<file path="config.mk">
export PLATFORM = sky130hd
export DESIGN_NAME = channel_merge_arbiter
export DESIGN_NICKNAME = d
export VERILOG_FILES = /design/src/rtl/channel_merge_arbiter_pkg.sv /design/src/rtl/channel_merge_arbiter_sync_flops.sv /design/src/rtl/channel_merge_arbiter.sv
export SDC_FILE = /design/constraint.sdc
export NUM_CORES = 1
export LEC_CHECK = 0
export CAP_MARGIN = 40
export CORE_UTILIZATION = 45
export CTS_CLUSTER_SIZE = 8
export DETAILED_ROUTE_END_ITERATION = 12
export PLACE_DENSITY = 0.77
export SYNTH_ARGS = -nofsm -noshare
export SYNTH_HDL_FRONTEND = slang
export SYNTH_SLANG_ARGS = --single-unit
</file>
<file path="constraint.sdc">
create_clock -name clk -period 1.75 [get_ports clk]
set_input_delay 0.175 -clock clk [delete_from_list [all_inputs] [get_ports clk]]
set_output_delay 0.175 -clock clk [all_outputs]
set_load 0.01 [all_outputs]
</file>
<file path="src/rtl/channel_merge_arbiter_pkg.sv">
// Shared definitions for the two-input dual-rail (e1of2) merge arbiter:
// FSM encoding, rail codes and the default synchronizer depth.
package channel_merge_arbiter_pkg;

  localparam int SYNC_STAGES_DEFAULT = 2;

  localparam logic [1:0] NEUTRAL = 2'b00;
  localparam logic [1:0] D0      = 2'b01;
  localparam logic [1:0] D1      = 2'b10;
  localparam logic [1:0] ILLEGAL = 2'b11;

  typedef enum logic [1:0] {
    IDLE        = 2'd0,
    SEND        = 2'd1,
    IN_NEUTRAL  = 2'd2,
    OUT_NEUTRAL = 2'd3
  } state_t;

  // A dual-rail word carries data only when exactly one rail is high.
  function automatic logic rail_valid(input logic [1:0] d);
    return (d == D0) || (d == D1);
  endfunction

endpackage

</file>
<file path="src/rtl/channel_merge_arbiter_sync_flops.sv">
// Multi-flop synchronizer for asynchronous handshake inputs; depth and
// width are parameters, all stages clear on synchronous reset.
module sync_flops #(
  parameter int DEPTH = 2,
  parameter int WIDTH = 1
) (
  input  logic             clk,
  input  logic             reset,
  input  logic [WIDTH-1:0] d,
  output logic [WIDTH-1:0] q
);

  genvar gi;
  generate
    for (gi = 0; gi < DEPTH; gi++) begin : g_stage
      logic [WIDTH-1:0] q_reg;
      if (gi == 0) begin : g_first
        always_ff @(posedge clk) begin
          if (reset) q_reg <= '0;
          else       q_reg <= d;
        end
      end else begin : g_next
        always_ff @(posedge clk) begin
          if (reset) q_reg <= '0;
          else       q_reg <= g_stage[gi-1].q_reg;
        end
      end
    end
  endgenerate

  assign q = g_stage[DEPTH-1].q_reg;

endmodule

</file>
<file path="src/rtl/channel_merge_arbiter.sv">
// Merges two four-phase e1of2 input channels onto one output channel with
// round-robin arbitration; every decision is made on synchronized inputs.
module channel_merge_arbiter
  import channel_merge_arbiter_pkg::*;
#(
  parameter int SYNC_STAGES = SYNC_STAGES_DEFAULT,
  parameter int CNT_W       = 16
) (
  input  logic             clk,
  input  logic             reset,
  input  logic [1:0]       l0_d,
  output logic             l0_e,
  input  logic [1:0]       l1_d,
  output logic             l1_e,
  output logic [1:0]       r_d,
  input  logic             r_e,
  output logic             grant,
  output logic             busy,
  output logic [CNT_W-1:0] tokens,
  output logic             proto_err
);

  logic [1:0] l0_s;
  logic [1:0] l1_s;
  logic       r_e_s;

  sync_flops #(.DEPTH(SYNC_STAGES), .WIDTH(2)) u_sync_l0 (
    .clk(clk), .reset(reset), .d(l0_d), .q(l0_s)
  );
  sync_flops #(.DEPTH(SYNC_STAGES), .WIDTH(2)) u_sync_l1 (
    .clk(clk), .reset(reset), .d(l1_d), .q(l1_s)
  );
  sync_flops #(.DEPTH(SYNC_STAGES), .WIDTH(1)) u_sync_re (
    .clk(clk), .reset(reset), .d(r_e), .q(r_e_s)
  );

  state_t           state_reg;
  logic             rr_reg;
  logic             grant_reg;
  logic [1:0]       r_d_reg;
  logic             l0_e_reg;
  logic             l1_e_reg;
  logic [CNT_W-1:0] tokens_reg;
  logic             proto_err_reg;

  logic       v0;
  logic       v1;
  logic       sel_next;
  logic [1:0] sel_d;
  logic [1:0] granted_d;

  // Illegal (both-rails) words fail rail_valid, so they can never win.
  always_comb begin
    v0        = rail_valid(l0_s);
    v1        = rail_valid(l1_s);
    sel_next  = (v0 && v1) ? rr_reg : v1;
    sel_d     = sel_next ? l1_s : l0_s;
    granted_d = grant_reg ? l1_s : l0_s;
  end

  always_ff @(posedge clk) begin
    if (reset) begin
      state_reg     <= IDLE;
      rr_reg        <= 1'b0;
      grant_reg     <= 1'b0;
      r_d_reg       <= NEUTRAL;
      l0_e_reg      <= 1'b1;
      l1_e_reg      <= 1'b1;
      tokens_reg    <= '0;
      proto_err_reg <= 1'b0;
    end else begin
      if ((l0_s == ILLEGAL) || (l1_s == ILLEGAL)) proto_err_reg <= 1'b1;
      unique case (state_reg)
        IDLE: begin
          if (r_e_s && (v0 || v1)) begin
            grant_reg <= sel_next;
            r_d_reg   <= sel_d;
            state_reg <= SEND;
          end
        end
        SEND: begin
          if (!r_e_s) begin
            if (grant_reg) l1_e_reg <= 1'b0;
            else           l0_e_reg <= 1'b0;
            state_reg <= IN_NEUTRAL;
          end
        end
        IN_NEUTRAL: begin
          if (granted_d == NEUTRAL) begin
            r_d_reg   <= NEUTRAL;
            state_reg <= OUT_NEUTRAL;
          end
        end
        OUT_NEUTRAL: begin
          if (r_e_s) begin
            l0_e_reg   <= 1'b1;
            l1_e_reg   <= 1'b1;
            rr_reg     <= ~grant_reg;
            tokens_reg <= tokens_reg + {{(CNT_W-1){1'b0}}, 1'b1};
            state_reg  <= IDLE;
          end
        end
        default: state_reg <= IDLE;
      endcase
    end
  end

  assign l0_e      = l0_e_reg;
  assign l1_e      = l1_e_reg;
  assign r_d       = r_d_reg;
  assign grant     = grant_reg;
  assign busy      = (state_reg != IDLE);
  assign tokens    = tokens_reg;
  assign proto_err = proto_err_reg;

endmodule

</file>
# After elaboration in Yosys (flattened, before gate mapping)
# Index checks and enable logic that the tools add are counted.
classes:
  addsub: 1
  n_eq_ne: 15
  n_mux: 18
  bitwise_logic: 1
  reduce_logical: 17
op_table:
  columns: ["cell", "count"]
  rows:
  - ["$add 16x1->16 const B", 1]
  - ["$mux 2", 8]
  - ["$eq 2x2->1 const B", 6]
  - ["$reduce_and 4->1", 3]
  - ["$ne 2x2->1 const B", 5]
  - ["$pmux 2 s4", 1]
  - ["$eq 2x1->1 const B", 3]
  - ["$mux 1", 6]
  - ["$reduce_bool 2->1", 3]
  - ["$logic_not 2->1", 2]
  - ["$logic_or 1x1->1", 4]
  - ["$pmux 1 s2", 2]
  - ["$pmux 2 s2", 1]
  - ["$reduce_and 2->1", 2]
  - ["$reduce_and 3->1", 1]
  - ["$logic_and 1x1->1", 2]
  - ["$ne 2x1->1 const B", 1]
  - ["$not 1->1", 1]
word_totals:
  reg_bits: 35
  wordCells: 66

# Longest topological paths before layout
# Gate-level depths: netlist of the first run.
logic_depth:
  ltp_word: 7
  mapped_depth: 7
  mapped_depth_nobuf: 6

# Modules after synthesis
# From an unflattened synthesis of the first run, not the netlist that was laid out.
hier_totals:
  cells_unflattened: 164
  area_unflattened_um2: 1594.0
modules_own_cells:
  columns: ["mod", "instances", "cells_per_inst", "area_per_inst_um2"]
  rows:
  - ["channel_merge_arbiter", 1, 144, 1331.3]
  - ["sync_flops at u_sync_l0 ...", 2, 8, 105.1]
  - ["sync_flops at u_sync_re", 1, 4, 52.6]

# Worst setup path before layout of the first run
# No wires, ideal clock.
synth_path:
  path_kind: "register -> register"
  startpoint: "register state_reg[0]"
  endpoint: "register tokens_reg[11], in the netlist tokens[11]"
  t_arrival_ns: 1.453
  required_time_ns: 1.680
  slack_ns: 0.226
  path_stages_with_launch: 8
  path_buffers: 2
  period_less_slack_ns: 1.524
  path_cell_list: "dfxtp_1 ha_1 buf_2 and4_1 buf_2 nand3_1 or3_1 a21oi_1"
synth_via:
  elab_chain_len: 2
synth_rtl:
  columns: ["item", "line_no", "text"]
  rows:
  - ["start, declared", "channel_merge_arbiter.sv:37", "state_t state_reg;"]
  - ["start signal, assigned", "channel_merge_arbiter.sv:63", "state_reg <= IDLE;"]
  - ["start signal, assigned", "channel_merge_arbiter.sv:78", "state_reg <= SEND;"]
  - ["start signal, assigned", "channel_merge_arbiter.sv:85", "state_reg <= IN_NEUTRAL;"]
  - ["$eq 2x2->1", "channel_merge_arbiter.sv:73", "unique case (state_reg)"]
  - ["$reduce_and 2->1 (no source line)", null, null]
  - ["end signal, assigned", "channel_merge_arbiter.sv:99", "tokens_reg <= tokens_reg + {{(CNT_W-1){1'b0}}, 1'b1};"]
  - ["end, declared", "channel_merge_arbiter.sv:43", "logic [CNT_W-1:0] tokens_reg;"]
# No other way between the ends.
# A chain may end at the register's enable or synchronous reset.

# Final worst setup path of the first run
layout_path:
  startpoint: "register u_sync_l0.g_stage[1].q_reg[0], in the netlist u_sync_l0.q[0]"
  endpoint: "register state_reg[1]"
layout_via:
  elab_chain_len: 6
  word_cells_on_any_way: 10
layout_rtl:
  columns: ["item", "line_no", "text"]
  rows:
  - ["start, declared", "channel_merge_arbiter_sync_flops.sv:16", "logic [WIDTH-1:0] q_reg;"]
  - ["start signal, assigned", "channel_merge_arbiter_sync_flops.sv:25", "else q_reg <= g_stage[gi-1].q_reg;"]
  - ["$eq 2x1->1 or $eq 2x2->1 (tied branches)", "channel_merge_arbiter_pkg.sv:21", "return (d == D0) || (d == D1);"]
  - ["$logic_or 1x1->1", "channel_merge_arbiter_pkg.sv:21", null]
  - ["$logic_or 1x1->1", "channel_merge_arbiter.sv:75", "if (r_e_s && (v0 || v1)) begin"]
  - ["$logic_and 1x1->1", "channel_merge_arbiter.sv:75", null]
  - ["$ne 2x2->1 (no source line)", null, null]
  - ["$reduce_and 4->1 (no source line) *", null, null]
  - ["end signal, assigned", "channel_merge_arbiter.sv:78", null]
  - ["end signal, assigned", "channel_merge_arbiter.sv:85", null]
  - ["end signal, assigned", "channel_merge_arbiter.sv:91", "state_reg <= OUT_NEUTRAL;"]
# Every way passes the cells marked *; elsewhere a longest branch is shown, timed or not.

==> results of run 1 <==
cell families after synthesis:
| group | after synthesis | share of synthesized area (%) |
|---|---|---|
| XOR/XNOR | 10 | 5.609 |
| buffers and inverters | 12 | 3.125 |
| AO/OA/AOI/OAI | 24 | 10.02 |
| flip-flops | 35 | 44.87 |
| multiplexers | 4 | 2.644 |
| adder cells (fa/ha/maj) | 8 | 6.411 |
| AND/OR/NAND/NOR | 79 | 27.33 |
layout make-up:
| class | count | area (um2) | share of cell area, % |
|---|---|---|---|
| Multi-Input combinational cell | 125 | 814.5 | 39.87 |
| Sequential cell | 35 | 704.4 | 34.48 |
| Timing Repair Buffer | 35 | 346.6 | 16.96 |
| Clock inverter | 3 | 67.56 | 3.307 |
| Tap cell | 46 | 57.56 | 2.817 |
| Clock buffer | 5 | 37.54 | 1.837 |
| Inverter | 4 | 15.01 | 0.7348 |
power breakdown:
| group | leakage, nW | internal, mW | switching (mW) |
|---|---|---|---|
| Combinational | 0.445 | 0.162 | 0.167 |
| Sequential | 0.286 | 0.839 | 0.0330 |
| Clock | 0.0514 | 0.444 | 0.284 |
| Total | 0.782 | 1.45 | 0.484 |
critical path, delay by kind of cell (launching register included):
family                   cells  cell delay (ps)
adder cells (fa/ha/maj)      1              340
AND/OR/NAND/NOR              1              300
flip-flops                   1              340
AO/OA/AOI/OAI                3              570
repair_timing:
| action | CTS | global route |
|---|---|---|
| endpoints found under the hold margin | 0 | 0 |
| gates resized for setup | 4 | 1 |
| endpoints found under the setup margin | 1 | 1 |
layer usage:
layer  GRT usage (%)  share of wire, %  vias to the layer above  wire length [um]
li1                -                 -                      671                 -
met1           23.20                46                      604              1433
met2           31.24                48                       39              1486
met3           5.330               3.8                        7               117
met4           10.71               2.2                        0                69
met5               0                 0                        -                 0
layout by cell type, fill, tap and decap left out, types with 4 or more instances in the layout:
cell type	Yosys	final
dfxtp_1	35	32
clkdlybuf4s50_1	0	28
nor2_1	21	21
nor2b_1	12	12
nand3_1	10	10
a21oi_1	9	9
nand4_1	8	8
xor2_1	8	8
ha_1	8	7
nand2_1	6	6
clkbuf_4	0	5
buf_4	0	5
inv_1	4	4
o21ai_0	4	4
path summary, 6_finish.rpt:
check / start / end / cells after the start
max: u_sync_l0.q[0] / state_reg[1] / 5
min: l0_d[1] / u_sync_l0.g_stage[0].q_reg[1] / 2
max reg2reg: u_sync_l0.q[0] / state_reg[1] / 5
min reg2reg: u_sync_re.g_stage[0].q_reg / u_sync_re.q / 1
==> results_dict.tcl, run 1 <==
set metrics [dict create \
    status "complete, no violations" \
    root_buffer "clkbuf_4" \
    ios 30 \
    post-cts-setup-buffers 0 \
    worstSetupStartpointType "register" \
    synth.most_common_cell "dfxtp_1" \
    die_w_um 60.91 \
    synth_edf_count 0 \
    netlist.top_cell.by_area "dfxtp_1" \
    clkSlewWorstSetupHoldPaths_ps 110 \
    synth_area_per_cell_um2 9.078 \
    wl_per_cell_um 12.28 \
    start_util_pct 46.79 \
    synth_warnings 0 \
    cts_made_buffers 5 \
    antenna_cells 0 \
    worst_pin_slew_ps 396.9 \
    holdBufCountCts 0 \
    netlist_area_mm2 0.001561 \
    async_reset_ff_share_pct 0 \
    drive_above_1_share_pct 10.63 \
    crit_chain "ha_1 -> or2_2 -> a22o_1 -> a21o_1 -> a21oi_1" \
    fillerInstances 305 \
    htree_num_levels 2 \
    period_minus_slack_ps 1628 \
    worstSkewPairLatency_ps 340 \
    drc 0 \
    finalSetupTns_ps 0 \
    fin_crit_sh_pct 93.04 \
    hp-class "primary input to register" \
    cts_tree "built" \
    slew_viol_final 0 \
    worstSetupEndpointType "register" \
    power_leakage_nw 0.7823 \
    place_ws_ps 157.8 \
    setup_violations 0 \
    grt_pass1_vias 1225 \
    cp.arrival_ps 1900 \
    final_util_pct 61.23 \
    cap_violations 0 \
    synth.area.top_cells "dfxtp_1, ha_1, nor2_1" \
    dpl_cell_area_mm2 0.001933 \
    max_freq_mhz 614.2 \
    syn_to_final_growth_pct 30.85 \
    slew-limit-headroom_pct 73.30 \
    irDropWorstVdd_mv 0.5262 \
    path_class "register to register" \
    rows 21 \
    finalWirelength_um 3106 \
    placedCellCount 245 \
    netlist_instances 172 \
    core_mm2 0.003337 \
    crit_fanout 4 \
    synthTopCellsByCount "dfxtp_1, nor2_1, nor2b_1" \
    grt_pass1_wl_um 5230 \
    fp.dieH_um 60.91 \
    layoutNonFillerInstCount 253 \
    fin_ws_ps 121.8 \
    antenna_found_initial 0 \
    portBuffers 29 \
    yosysSeqAreaShare_pct 44.87 \
    report.final.hold_viol_count 0 \
    largest_reg_flops 16 \
    clock-sinks 35 \
    ant_nets 0 \
    dieArea_mm2 0.003709 \
    rsz0062_at_grt "no" \
    rrSetupSlack_ps 120 \
    yosys_register_bits 35 \
    via_per_inst 5.221 \
    synth_fp_nets 187 \
    dominantRegCellSynth "dfxtp_1" \
    critPathRequiredTime_ps 2020 \
    power_mw 1.929 \
    grt_max_degree 27 \
    fin_area_mm2 0.002043 \
    crit_path_max_incr_delay_ps 340 \
    gp_congestion 0.8582 \
    synth_top_area_share_pct 44.87 \
    ys_types 36 \
    hpwl_um 2250 \
    whs_ps 376.0 \
    cp_slowest_cell "dfxtp_1" \
    nNetsFinal 221 \
    drt_iter0_drc 53 \
    grt_util_all_layers_pct 19.31 \
    drt_pre_antenna_iters 4 \
    skew_ps 2.946 \
    clk_path_buf_depth 2 \
    overflow 0 \
    vias 1321 \
    power_density_mw_per_mm2 944.2 \
]
(Power assumes the default switching activity.)
==> inputs of run 2 (changes only) <==
--- a/config.mk
+++ b/config.mk
@@ -6,10 +6,11 @@
 export NUM_CORES = 1
 export LEC_CHECK = 0
 export CAP_MARGIN = 40
-export CORE_UTILIZATION = 45
+export CORE_ASPECT_RATIO = 0.7
+export CORE_UTILIZATION = 30
 export CTS_CLUSTER_SIZE = 8
 export DETAILED_ROUTE_END_ITERATION = 12
-export PLACE_DENSITY = 0.77
+export PLACE_DENSITY = 0.57
 export SYNTH_ARGS = -nofsm -noshare
 export SYNTH_HDL_FRONTEND = slang
 export SYNTH_SLANG_ARGS = --single-unit
==> results_dict.tcl, run 2 (synthesis gave the netlist of run 1 again) <==
set metrics [dict create \
    max_freq_mhz 625.4 \
    antenna_found_initial 0 \
    worstSkewPairLatency_ps 290 \
    report.final.hold_viol_count 0 \
    cp.arrival_ps 1820 \
    ant_nets 0 \
    antenna_cells 0 \
    place_ws_ps 166.1 \
    cp-startpoint "u_sync_l0.q[0]" \
    fin_crit_sh_pct 91.37 \
    final_common_cell "dfxtp_1" \
    irDropWorstVdd_mv 0.3721 \
    grt_max_degree 20 \
    die_w_um 88.23 \
    wl_per_cell_um 11.80 \
    r2r_start "u_sync_l0.q[0]" \
    clkSlewWorstSetupHoldPaths_ps 70 \
    most-common-layout-cells "dfxtp_1, clkdlybuf4s50_1, nor2_1" \
    root_buffer "clkbuf_8" \
    clock-sinks 35 \
    fp.dieH_um 62.36 \
    slew-limit-headroom_pct 70.73 \
    p_switching_mw 0.4864 \
    via_per_inst 4.646 \
    finalSetupTns_ps 0 \
    hp-class "primary input to register" \
    start_util_pct 31.95 \
    fin_ws_ps 151.0 \
    power_frac_comb_pct 17.0 \
    critPathRequiredTime_ps 1970 \
    worstSetupEndpointType "register" \
    vias 1287 \
    path_class "register to register" \
    worstSetupStartpointType "register" \
    drt_pre_antenna_iters 4 \
    min_from "l0_d[1]" \
    power_density_mw_per_mm2 890.6 \
    rows 21 \
    final_util_pct 42.22 \
    grt_util_all_layers_pct 12.93 \
    slew_viol_final 0 \
    cap_violations 0 \
    setup_violations 0 \
    largest_reg_flops 16 \
    dieArea_mm2 0.005502 \
    overflow 0 \
    grt_pass1_wl_um 5368 \
    crit_path_max_incr_delay_ps 340 \
    hpwl_um 2385 \
    ios 30 \
    grt_pass1_vias 1072 \
    p_int_mw 1.351 \
    drt_iter0_drc 60 \
    holdBufCountCts 0 \
    rsz0062_at_grt "no" \
    status "complete, no violations" \
    core_mm2 0.004887 \
    swShare_pct 26.47 \
    cp_slowest_cell "ha_1" \
    seqPwrFrac_pct 47.3 \
    worst_pin_slew_ps 434.5 \
    nNetsFinal 222 \
    crit_fanout 4 \
    cts_made_buffers 5 \
    period_minus_slack_ps 1599 \
    syn_to_final_growth_pct 32.13 \
    htree_num_levels 2 \
    drc 0 \
    clk_path_buf_depth 2 \
    power_leakage_nw 0.7824 \
    gp_congestion 0.7164 \
    power_mw 1.838 \
    post-cts-setup-buffers 0 \
    portBuffers 29 \
    skew_ps 6.745 \
    clkPwrFrac_pct 35.7 \
    cts_tree "built" \
    crit_chain "ha_1 -> or2_2 -> a22o_1 -> a21o_1 -> a21oi_1" \
    finalWirelength_um 3269 \
    drive_above_1_share_pct 10.10 \
]
==> run 2: cell types whose count changed in the layout (fill, tap and decap cells not counted), moves of 2 or more <==
cell       previous run  this run
dfxtp_2               3         1
buf_4                 5         7
clkbuf_8              0         7
bufinv_16             2         0
dfxtp_1              32        34
clkbuf_4              5         0
==> run 2: layer usage <==
layer / global-route usage, % / routed length [um] / share of wire [%] / vias up
met5: 0 / 0 / 0 / -
met4: 5.645 / 45 / 1.4 / 0
met3: 4.654 / 143 / 4.4 / 5
met2: 15.58 / 1274 / 39 / 19
met1: 19.82 / 1806 / 55 / 593
li1: - / - / - / 670
==> run 2: through the flow <==
step | hold WS (ps) | instances | cell area [um2]
2_1_floorplan | 303.2 | 172 | 1562
3_3_place_gp | 417.2 | 269 | 1957
3_5_place_dp | 420.4 | 269 | 1957
4_1_cts | 424.1 | 277 | 2063
5_1_grt | 440.7 | 277 | 2063
6_report | 436.0 | 277 | 2063
==> run 2: power by group through the flow <==
stage | Combinational, mW | Clock, mW | Sequential (mW)
final | 0.313 | 0.656 | 0.869
after global routing | 0.352 | 0.707 | 0.873
after CTS | 0.314 | 0.679 | 0.868
after detailed placement | 0.315 | 0 | 0.884
after global placement | 0.314 | 0 | 0.884
after floorplan | 0.203 | 0 | 0.884
==> run 2: worst paths after layout <==
check	to	slack, ps	cells after the start
worst max register to register	state_reg[1]	150	5
worst min register to register	u_sync_l0.q[0]	440	1
worst min-delay path	u_sync_l0.g_stage[0].q_reg[1]	440	2
worst max-delay path	state_reg[1]	150	5
==> run 2: area by class of cell <==
type | count | area [um2]
Clock buffer | 7 | 96.34
Clock inverter | 1 | 7.507
Fill cell | 504 | 2824
Inverter | 4 | 15.01
Multi-Input combinational cell | 125 | 814.5
Sequential cell | 35 | 701.9
Tap cell | 69 | 86.33
Timing Repair Buffer | 36 | 341.6
==> run 2: critical path, delay by kind of cell (launching register included) <==
family          cells  cell delay [ps]
simple gates        1              310
fa+ha+maj           1              340
compound gates      3              570
flops               1              330
==> run 2: repair_timing <==
action                     CTS  global route
gates resized for setup      3             0
hold endpoints to repair     0             0
setup endpoints to repair    1             0
